## config.mk

```make
export PLATFORM = sky130hd
export DESIGN_NAME = iob_wstrb_split
export DESIGN_NICKNAME = d
export VERILOG_FILES = /design/src/rtl/iob_wstrb_split.sv
export SDC_FILE = /design/constraint.sdc
export NUM_CORES = 1
export LEC_CHECK = 0
export BUFFER_PORTS_ARGS = -buffer_cell sky130_fd_sc_hd__buf_2
export CAP_MARGIN = 20
export CORE_MARGIN = 1.5
export CORE_UTILIZATION = 46
export DETAILED_ROUTE_END_ITERATION = 10
export GPL_ROUTABILITY_DRIVEN = 0
export MAX_ROUTING_LAYER = met4
export PLACE_DENSITY = 0.8
export SLEW_MARGIN = 5
export SYNTH_ARGS = -nofsm -noshare
export SYNTH_HDL_FRONTEND = slang
export SYNTH_SLANG_ARGS = --single-unit
```

## constraint.sdc

```tcl
create_clock -name clk -period 1.3 [get_ports clk]
set_input_delay 0.065 -clock clk [delete_from_list [all_inputs] [get_ports clk]]
set_output_delay 0.065 -clock clk [all_outputs]
set_load 0.05 [all_outputs]
```

## src/rtl/iob_wstrb_split.sv

```systemverilog
// iob_wstrb_split: splits one strobed write into naturally-aligned,
// contiguous power-of-two sub-word beats, emitted in ascending lane order.
// Optional feature macro: IOB_WSTRB_SPLIT_MERGE_EN
//   defined   -> each beat is the largest aligned power-of-two run of lanes
//   undefined -> each set lane is emitted as its own byte beat
module iob_wstrb_split #(
  parameter int DATA_W = 32,
  parameter int ADDR_W = 32
) (
  input  logic                clk,
  input  logic                rst_n,
  input  logic                in_valid,
  output logic                in_ready,
  input  logic [ADDR_W-1:0]   in_addr,
  input  logic [DATA_W-1:0]   in_wdata,
  input  logic [DATA_W/8-1:0] in_wstrb,
  output logic                out_valid,
  input  logic                out_ready,
  output logic [ADDR_W-1:0]   out_addr,
  output logic [DATA_W-1:0]   out_wdata,
  output logic [DATA_W/8-1:0] out_wstrb,
  output logic                out_last
);

  localparam int unsigned NB = DATA_W / 8;
  localparam int unsigned LW = $clog2(NB);

  typedef enum logic {IDLE, SEND} state_t;

  state_t              r_state, w_state_nx;
  logic [NB-1:0]       r_rem, w_rem_nx;
  logic [ADDR_W-1:0]   r_base, w_base_nx;
  logic [NB-1:0]       w_src, w_beat;
  logic [LW-1:0]       w_off;
  logic                w_hs, w_acc;
  logic                w_ready_nx, w_valid_nx, w_last_nx;
  logic [ADDR_W-1:0]   w_addr_nx, w_in_base;
  logic [DATA_W-1:0]   w_wdata_nx;
  logic [NB-1:0]       w_wstrb_nx;

  // Lane index of the lowest set strobe bit (0 for an empty mask).
  function automatic logic [LW-1:0] f_low(input logic [NB-1:0] mask);
    logic [LW-1:0] idx;
    logic          found;
    idx   = '0;
    found = 1'b0;
    for (int unsigned i = 0; i < NB; i++) begin
      if (mask[i] && !found) begin
        idx   = LW'(i);
        found = 1'b1;
      end
    end
    return idx;
  endfunction

  // Strobe of the beat that starts at the lowest set lane of mask.
  function automatic logic [NB-1:0] f_chunk(input logic [NB-1:0] mask);
    logic [NB-1:0] res;
    int unsigned   p;
    logic          found;
`ifdef IOB_WSTRB_SPLIT_MERGE_EN
    logic [NB-1:0] cand;
    int unsigned   s;
`endif
    res   = '0;
    p     = 0;
    found = 1'b0;
    for (int unsigned i = 0; i < NB; i++) begin
      if (mask[i] && !found) begin
        p     = i;
        found = 1'b1;
      end
    end
`ifdef IOB_WSTRB_SPLIT_MERGE_EN
    // Valid sizes are nested (s valid implies s/2 valid), so the last hit
    // in ascending order is the largest legal chunk.
    for (int unsigned k = 0; k <= LW; k++) begin
      s    = 32'd1 << k;
      cand = '0;
      for (int unsigned i = 0; i < NB; i++) begin
        cand[i] = (i >= p) && (i < p + s);
      end
      if ((p % s == 0) && ((mask & cand) == cand)) begin
        res = cand;
      end
    end
`else
    for (int unsigned i = 0; i < NB; i++) begin
      res[i] = (i == p) && mask[i];
    end
`endif
    return res;
  endfunction

  // Beat source: the incoming strobe when idle, otherwise what is left
  // once the currently presented beat has been taken.
  always_comb begin
    w_hs      = out_valid && out_ready;
    w_acc     = (r_state == IDLE) && in_valid && (|in_wstrb);
    w_src     = (r_state == IDLE) ? in_wstrb : (r_rem & ~out_wstrb);
    w_beat    = f_chunk(w_src);
    w_off     = f_low(w_src);
    w_in_base = in_addr & ~ADDR_W'(NB - 1);
  end

  // State register.
  always_ff @(posedge clk) begin
    if (!rst_n) r_state <= IDLE;
    else        r_state <= w_state_nx;
  end

  // Next-state logic.
  always_comb begin
    w_state_nx = r_state;
    case (r_state)
      IDLE: if (w_acc) w_state_nx = SEND;
      SEND: if (w_hs && out_last) w_state_nx = IDLE;
      default: w_state_nx = IDLE;
    endcase
  end

  // Next values of the registered outputs and request context.
  always_comb begin
    w_rem_nx   = r_rem;
    w_base_nx  = r_base;
    w_valid_nx = out_valid;
    w_wstrb_nx = out_wstrb;
    w_addr_nx  = out_addr;
    w_wdata_nx = out_wdata;
    w_last_nx  = out_last;
    w_ready_nx = (w_state_nx == IDLE);
    case (r_state)
      IDLE: begin
        if (w_acc) begin
          w_rem_nx   = in_wstrb;
          w_base_nx  = w_in_base;
          w_wdata_nx = in_wdata;
          w_valid_nx = 1'b1;
          w_wstrb_nx = w_beat;
          w_addr_nx  = w_in_base | ADDR_W'(w_off);
          w_last_nx  = ((w_src & ~w_beat) == '0);
        end
      end
      SEND: begin
        if (w_hs) begin
          if (out_last) begin
            w_rem_nx   = '0;
            w_valid_nx = 1'b0;
            w_wstrb_nx = '0;
            w_last_nx  = 1'b0;
          end else begin
            w_rem_nx   = w_src;
            w_valid_nx = 1'b1;
            w_wstrb_nx = w_beat;
            w_addr_nx  = r_base | ADDR_W'(w_off);
            w_last_nx  = ((w_src & ~w_beat) == '0);
          end
        end
      end
      default: ;
    endcase
  end

  // Output and context registers.
  always_ff @(posedge clk) begin
    if (!rst_n) begin
      r_rem     <= '0;
      r_base    <= '0;
      in_ready  <= 1'b1;
      out_valid <= 1'b0;
      out_wstrb <= '0;
      out_addr  <= '0;
      out_wdata <= '0;
      out_last  <= 1'b0;
    end else begin
      r_rem     <= w_rem_nx;
      r_base    <= w_base_nx;
      in_ready  <= w_ready_nx;
      out_valid <= w_valid_nx;
      out_wstrb <= w_wstrb_nx;
      out_addr  <= w_addr_nx;
      out_wdata <= w_wdata_nx;
      out_last  <= w_last_nx;
    end
  end

endmodule
```

[Yosys cells after proc, flatten, opt, wreduce, memory -nomap -nowiden]
Index checks and enable logic that the tools add are counted.
Word-level totals
  register bits after elaboration: 106
  input bits: 72
  output and inout port bits: 71
  logic and storage cells: 76
Cells by class
  equal/unequal tests: 6
  muxes and demuxes: 33
  bitwise gates (word level): 8
  reduce and logical (&&, ||, !) cells: 20
Operator list (count)
  two-way mux 32 bit: 4
  == test 2 x 32 -> 1 bit (first input constant): 2
  bitwise OR 32 x 2 -> 32 bit: 2
  case mux 32 bit (2 select lines): 1
  == test 1 x 32 -> 1 bit (first input constant): 1
  zero test 32 bit: 1
  two-way mux 4 bit: 7
  case mux 4 bit (2 select lines): 2
  two-way mux 1 bit: 13
  logical AND 1 bit: 11
  bitwise AND 4 bit: 2
  inverter 4 bit: 2
  two-way mux 2 bit: 3
  case mux 1 bit (2 select lines): 3
  zero test 4 bit: 1
  inequality test 2 bit (second input constant): 2
  AND reduction 2 bit: 2
  OR reduction 4 bit: 1
  zero test 1 bit: 3
  AND reduction 3 bit: 1
  inequality test 2 x 1 -> 1 bit (second input constant): 1
  inverter 1 bit: 2

[Longest topological paths before layout]
  word-level depth: 21
  mapped depth: 6
  mapped depth without buffers: 4

[Least setup slack after synthesis]
No wires, ideal clock.
  path type: flip-flop to flip-flop
  from: reg out_valid
  to: reg out_wstrb[3]
  library setup time: 0.070 ns
  arrival time: 1.684 ns
  required time: 1.230 ns
  slack: -0.454 ns
  stages on the path, launching flop included: 5
  buffers on the path: 0
  clock period less this slack: 1.754 ns
  path through: dfxtp_1 -> nand4b_1 -> a21boi_4 -> or4b_1 -> a21boi_1
On the way
  longest elaborated chain between the ends: 3
RTL lines
  from (decl): RTL line 17  | output logic out_valid,
  from (signal assigned): RTL line 179  | out_valid <= w_valid_nx;
  logical AND 1 bit: RTL line 98  | w_hs = out_valid && out_ready;
  inequality test 2 x 1 -> 1 bit (no line)
  AND reduction 2 bit (no line)
  to (signal assigned): RTL line 180  | out_wstrb <= w_wstrb_nx;
  to (decl): RTL line 21  | output logic [DATA_W/8-1:0] out_wstrb,
No other way between the ends.
A chain may end at the register's enable or synchronous reset.

[Worst setup path in the final report]
  from: reg r_state
  to: reg out_wstrb[3]
On the way
  longest elaborated chain between the ends: 16
  elaborated cells on any way between the ends: 25
  those cells by class: eq/ne: 3; mux: 11; bitwise: 1; reduce/logical: 10
RTL lines
  from (decl): RTL line 30  | state_t r_state, w_state_nx;
  from (signal assigned): RTL line 109  | else r_state <= w_state_nx;
  two-way mux 4 bit: RTL line 100  | w_src = (r_state == IDLE) ? in_wstrb : (r_rem & ~out_wstrb);
  two-way mux 1 bit: RTL line 69  | if (mask[i] && !found) begin
  zero test 1 bit: RTL line 69
  logical AND 1 bit: RTL line 69
  two-way mux 1 bit: RTL line 69
  zero test 1 bit: RTL line 69
  logical AND 1 bit: RTL line 69
  two-way mux 1 bit: RTL line 69
  zero test 1 bit: RTL line 69
  logical AND 1 bit: RTL line 69
  two-way mux 32 bit: RTL line 69
  == test 2 x 32 -> 1 bit: RTL line 89  | res[i] = (i == p) && mask[i];
  logical AND 1 bit: RTL line 89
  two-way mux 4 bit: RTL line 146  | if (out_last) begin
  two-way mux 4 bit: RTL line 145  | if (w_hs) begin
  case mux 4 bit (2 select lines): RTL line 132  | case (r_state)
Several ways; a longest one is shown, not always the timed one. The select of a mux whose other input is x is not followed.

==> flow_metrics.env <==
export IMPL_status="finished, violations left"
export IMPL_violations="setup timing"
export IMPL_power_density_nw_per_um2=1170
export IMPL_ff2ff_path_depth=5
export IMPL_hold_class="in2reg"
export IMPL_synth_edff_count=0
export IMPL_routed_wl_um=14030
export IMPL_fmax_mhz=648.4
export IMPL_ir_worst_vdd_uv=619.6
export IMPL_dieArea_um2=10420
export IMPL_io_pins=143
export IMPL_final_util_pct=73.43
export IMPL_grt_overflow=0
export IMPL_maxCapViolCount=0
export IMPL_rows=35
export IMPL_fin_area_um2=6882
export IMPL_worstSetupPathDepth=5
export IMPL_startpoint_type="register"
export IMPL_ys_top_cells_by_area="dfxtp_1 47%, nand2_1 13%, a21boi_1 8.8%"
export IMPL_crit_path_cell_trace="buf_6 -> nand3b_1 -> nand4_1 -> or4b_1 -> a21boi_1"
export IMPL_dieHeight_um=102.1
export IMPL_async_reset_ff_share_pct=0
export IMPL_routed_wl_met3_um=773
export IMPL_wl_met1_um=5663
export IMPL_synth_cell_area_um2=4514
export IMPL_clk_latency_ns=0.36
export IMPL_setup_slack_ns=-0.2423
export IMPL_synth_avg_cell_area_um2=9.270
export IMPL_synth_seq_cells=106
export IMPL_track_usage_pct=25.27
export IMPL_synth_top_area_share_pct=47.01
export IMPL_vias=4511
export IMPL_finalHoldViolations=0
export IMPL_die_w_um=102.1
export IMPL_critPathCaptureType="register"
export IMPL_ys_seq_area_share_pct=47.01
export IMPL_dpl_hpwl_um=7960
export IMPL_root_buffer="clkbuf_8"
export IMPL_place_area_um2=5597
export IMPL_instances_no_fill=854
export IMPL_ys_flop_type="dfxtp_1"
export IMPL_cts_buffers_inserted=9
export IMPL_worstPathArrival_ns=1.83
export IMPL_maxSlewViolCount=0
export IMPL_p_total_uw=8050
export IMPL_top_layer="met4"
export IMPL_fin_skew_ns=0.008448
export IMPL_crit_family="simple AND/OR/NAND/NOR gates"
export IMPL_firstDrtPassIters=4
export IMPL_antennaDiodeCount=0
export IMPL_drt_iter0_drc=156
export IMPL_path_clk_slew_ns=0.10
export IMPL_cts_tree="yes"
export IMPL_dp_cells=757
export IMPL_port_buffers=140
export IMPL_coreArea_um2=9371
export IMPL_synth_top_cell_by_area="dfxtp_1"
export IMPL_start_util_pct=48.17
export IMPL_critPathBufInv=1
export IMPL_grt_pass1_wl_um=20200
export IMPL_ys_types=42
export IMPL_grt_max_degree=38
export IMPL_avgRoutedWirePerCell_um=16.43
export IMPL_remaining_drc_errors=0
export IMPL_synthesis_nets=559
export IMPL_viasPerCell=5.282
export IMPL_min_period_ns=1.542
export IMPL_ant_nets=0
export IMPL_ys_warnings_count=0
export IMPL_final_nets=792
export IMPL_grt_pass1_vias=4401
export IMPL_setup_violations=102
export IMPL_slew_headroom_pct=67.33
export IMPL_max_stage_delay_ns=0.55
export IMPL_power_leakage_uw=0.003354
export IMPL_worst_slew_pin_slew_ns=0.4900
export IMPL_rsz0062_at_grt="true"
export IMPL_max_clock_path_buffers=2
export IMPL_fillers=646
export IMPL_htree_num_levels=3
export IMPL_holdPathStages=4
export IMPL_areaGrowthSynthToFinish_pct=52.44
export IMPL_numClockSinks=106
export IMPL_drive_gt1_share_pct=37.10
export IMPL_dr_wl_met2_um=7220
export IMPL_netlist_instances=487
export IMPL_antenna_found_initial=0
export IMPL_worstPathRequired_ns=1.59
export IMPL_period_share_pct=118.6
export IMPL_critPathMaxFanout=8
export IMPL_slowest_stage="or4b_1"
export IMPL_worstSetupPathType="reg2reg"
-- metal layers --
metal,GRT usage [%],vias up
li1,-,2120
met1,28.31,2165
met2,44.12,185
met3,4.309,41
met4,11.06,0
met5,-,-
-- synthesized netlist by cell type (2+ instances only) --
cell type,number
a21boi_0,3
nand3b_1,2
dfxtp_1,106
a32oi_1,2
buf_2,4
a21boi_1,53
buf_4,2
nand2_2,10
a21oi_1,6
a21boi_4,2
clkbuf_1,22
a31oi_1,3
a21boi_2,10
buf_6,6
inv_1,2
nand2b_1,2
nand3_1,2
mux2i_1,30
nand2_1,154
o211a_1,33
nor2b_1,9
o21ai_0,4
-- sequential cells by signal, indices dropped and copies added, names as in the netlist --
signal,cells
out_last,1
r_rem,4
in_ready,1
out_addr,32
r_state,1
out_wstrb,4
out_wdata,32
out_valid,1
r_base,30
-- stage by stage --
| stage | setup TNS [ns] | worst slack (ns) | hold slack (ns) |
|---|---|---|---|
| final | -11.87 | -0.2423 | 0.1185 |
| after global placement | -8.993 | -0.1720 | 0.3046 |
| after floorplan | -2.471 | -0.1760 | 0.1998 |
| after CTS | -11.91 | -0.1946 | 0.1110 |
| after detailed placement | -16.65 | -0.2794 | 0.3107 |
| after global routing | -18.41 | -0.3048 | 0.1023 |
-- cell families (layout without fill, tap and decap cells) --
| kind of cell | after synthesis | after routing | synth area share [%] |
|---|---|---|---|
| AO/OA/AOI/OAI | 121 | 121 | 22.95 |
| XOR/XNOR | 1 | 1 | 0.1940 |
| buffers and inverters | 36 | 274 | 4.268 |
| flip-flops | 106 | 106 | 47.01 |
| multiplexers | 30 | 30 | 6.652 |
| AND/OR/NAND/NOR | 193 | 193 | 18.93 |
-- power by group --
part	leakage (uW)	total, uW	switching [uW]	internal (uW)
logic	0.00239	2530	1490	1040
registers	0.000876	3640	143	3500
clock network	0.0000861	1880	1120	760
-- placed cells by master, fill, tap and decap left out, drive strengths merged, types with 2 or more instances in the layout --
cell type,n
inv,3
a21oi,7
a32oi,2
buf,186
nor2b,9
o21ai,5
dfxtp,106
nand2,165
a21boi,68
nand3b,2
and2,2
nand3,2
dlygate4sd3,62
clkbuf,19
clkinv,2
a31oi,3
o211a,33
nand2b,3
clkinvlp,2
mux2i,30
-- final cells by class --
type	count	area, um2	share of cell area (%)
multi-input combinational	345	2303	33.47
clock inverter	5	38.79	0.5636
inverter	2	7.507	0.1091
clock buffer	11	141.4	2.055
timing repair buffer	256	2087	30.33
tap	129	161.4	2.345
sequential	106	2142	31.13
-- timing repair --
item,4_1_cts,5_1_grt
pin swaps,0,14
buffers inserted,5,6
resized for setup,13,34
hold endpoints to repair,62,0
hold buffers,62,0
cloned,3,8
endpoints found under the setup margin,106,106
-- worst register-to-register path: stages, from the launching register on --
cell and delay (ns):
dfxtp_4 0.39, buf_6 0.14, nand3b_1 0.12, nand4_1 0.13, or4b_1 0.55, a21boi_1 0.16
-- worst paths after layout --
kind / from / end / slack [ns]
setup / recovery: r_state / out_wstrb[3] / -0.24
hold reg to reg: out_wdata[31] / out_wdata[31] / 0.46
setup reg to reg: r_state / out_wstrb[3] / -0.24
hold / removal: out_ready / out_valid / 0.12
No activity file was read; power rests on OpenSTA's default activity.
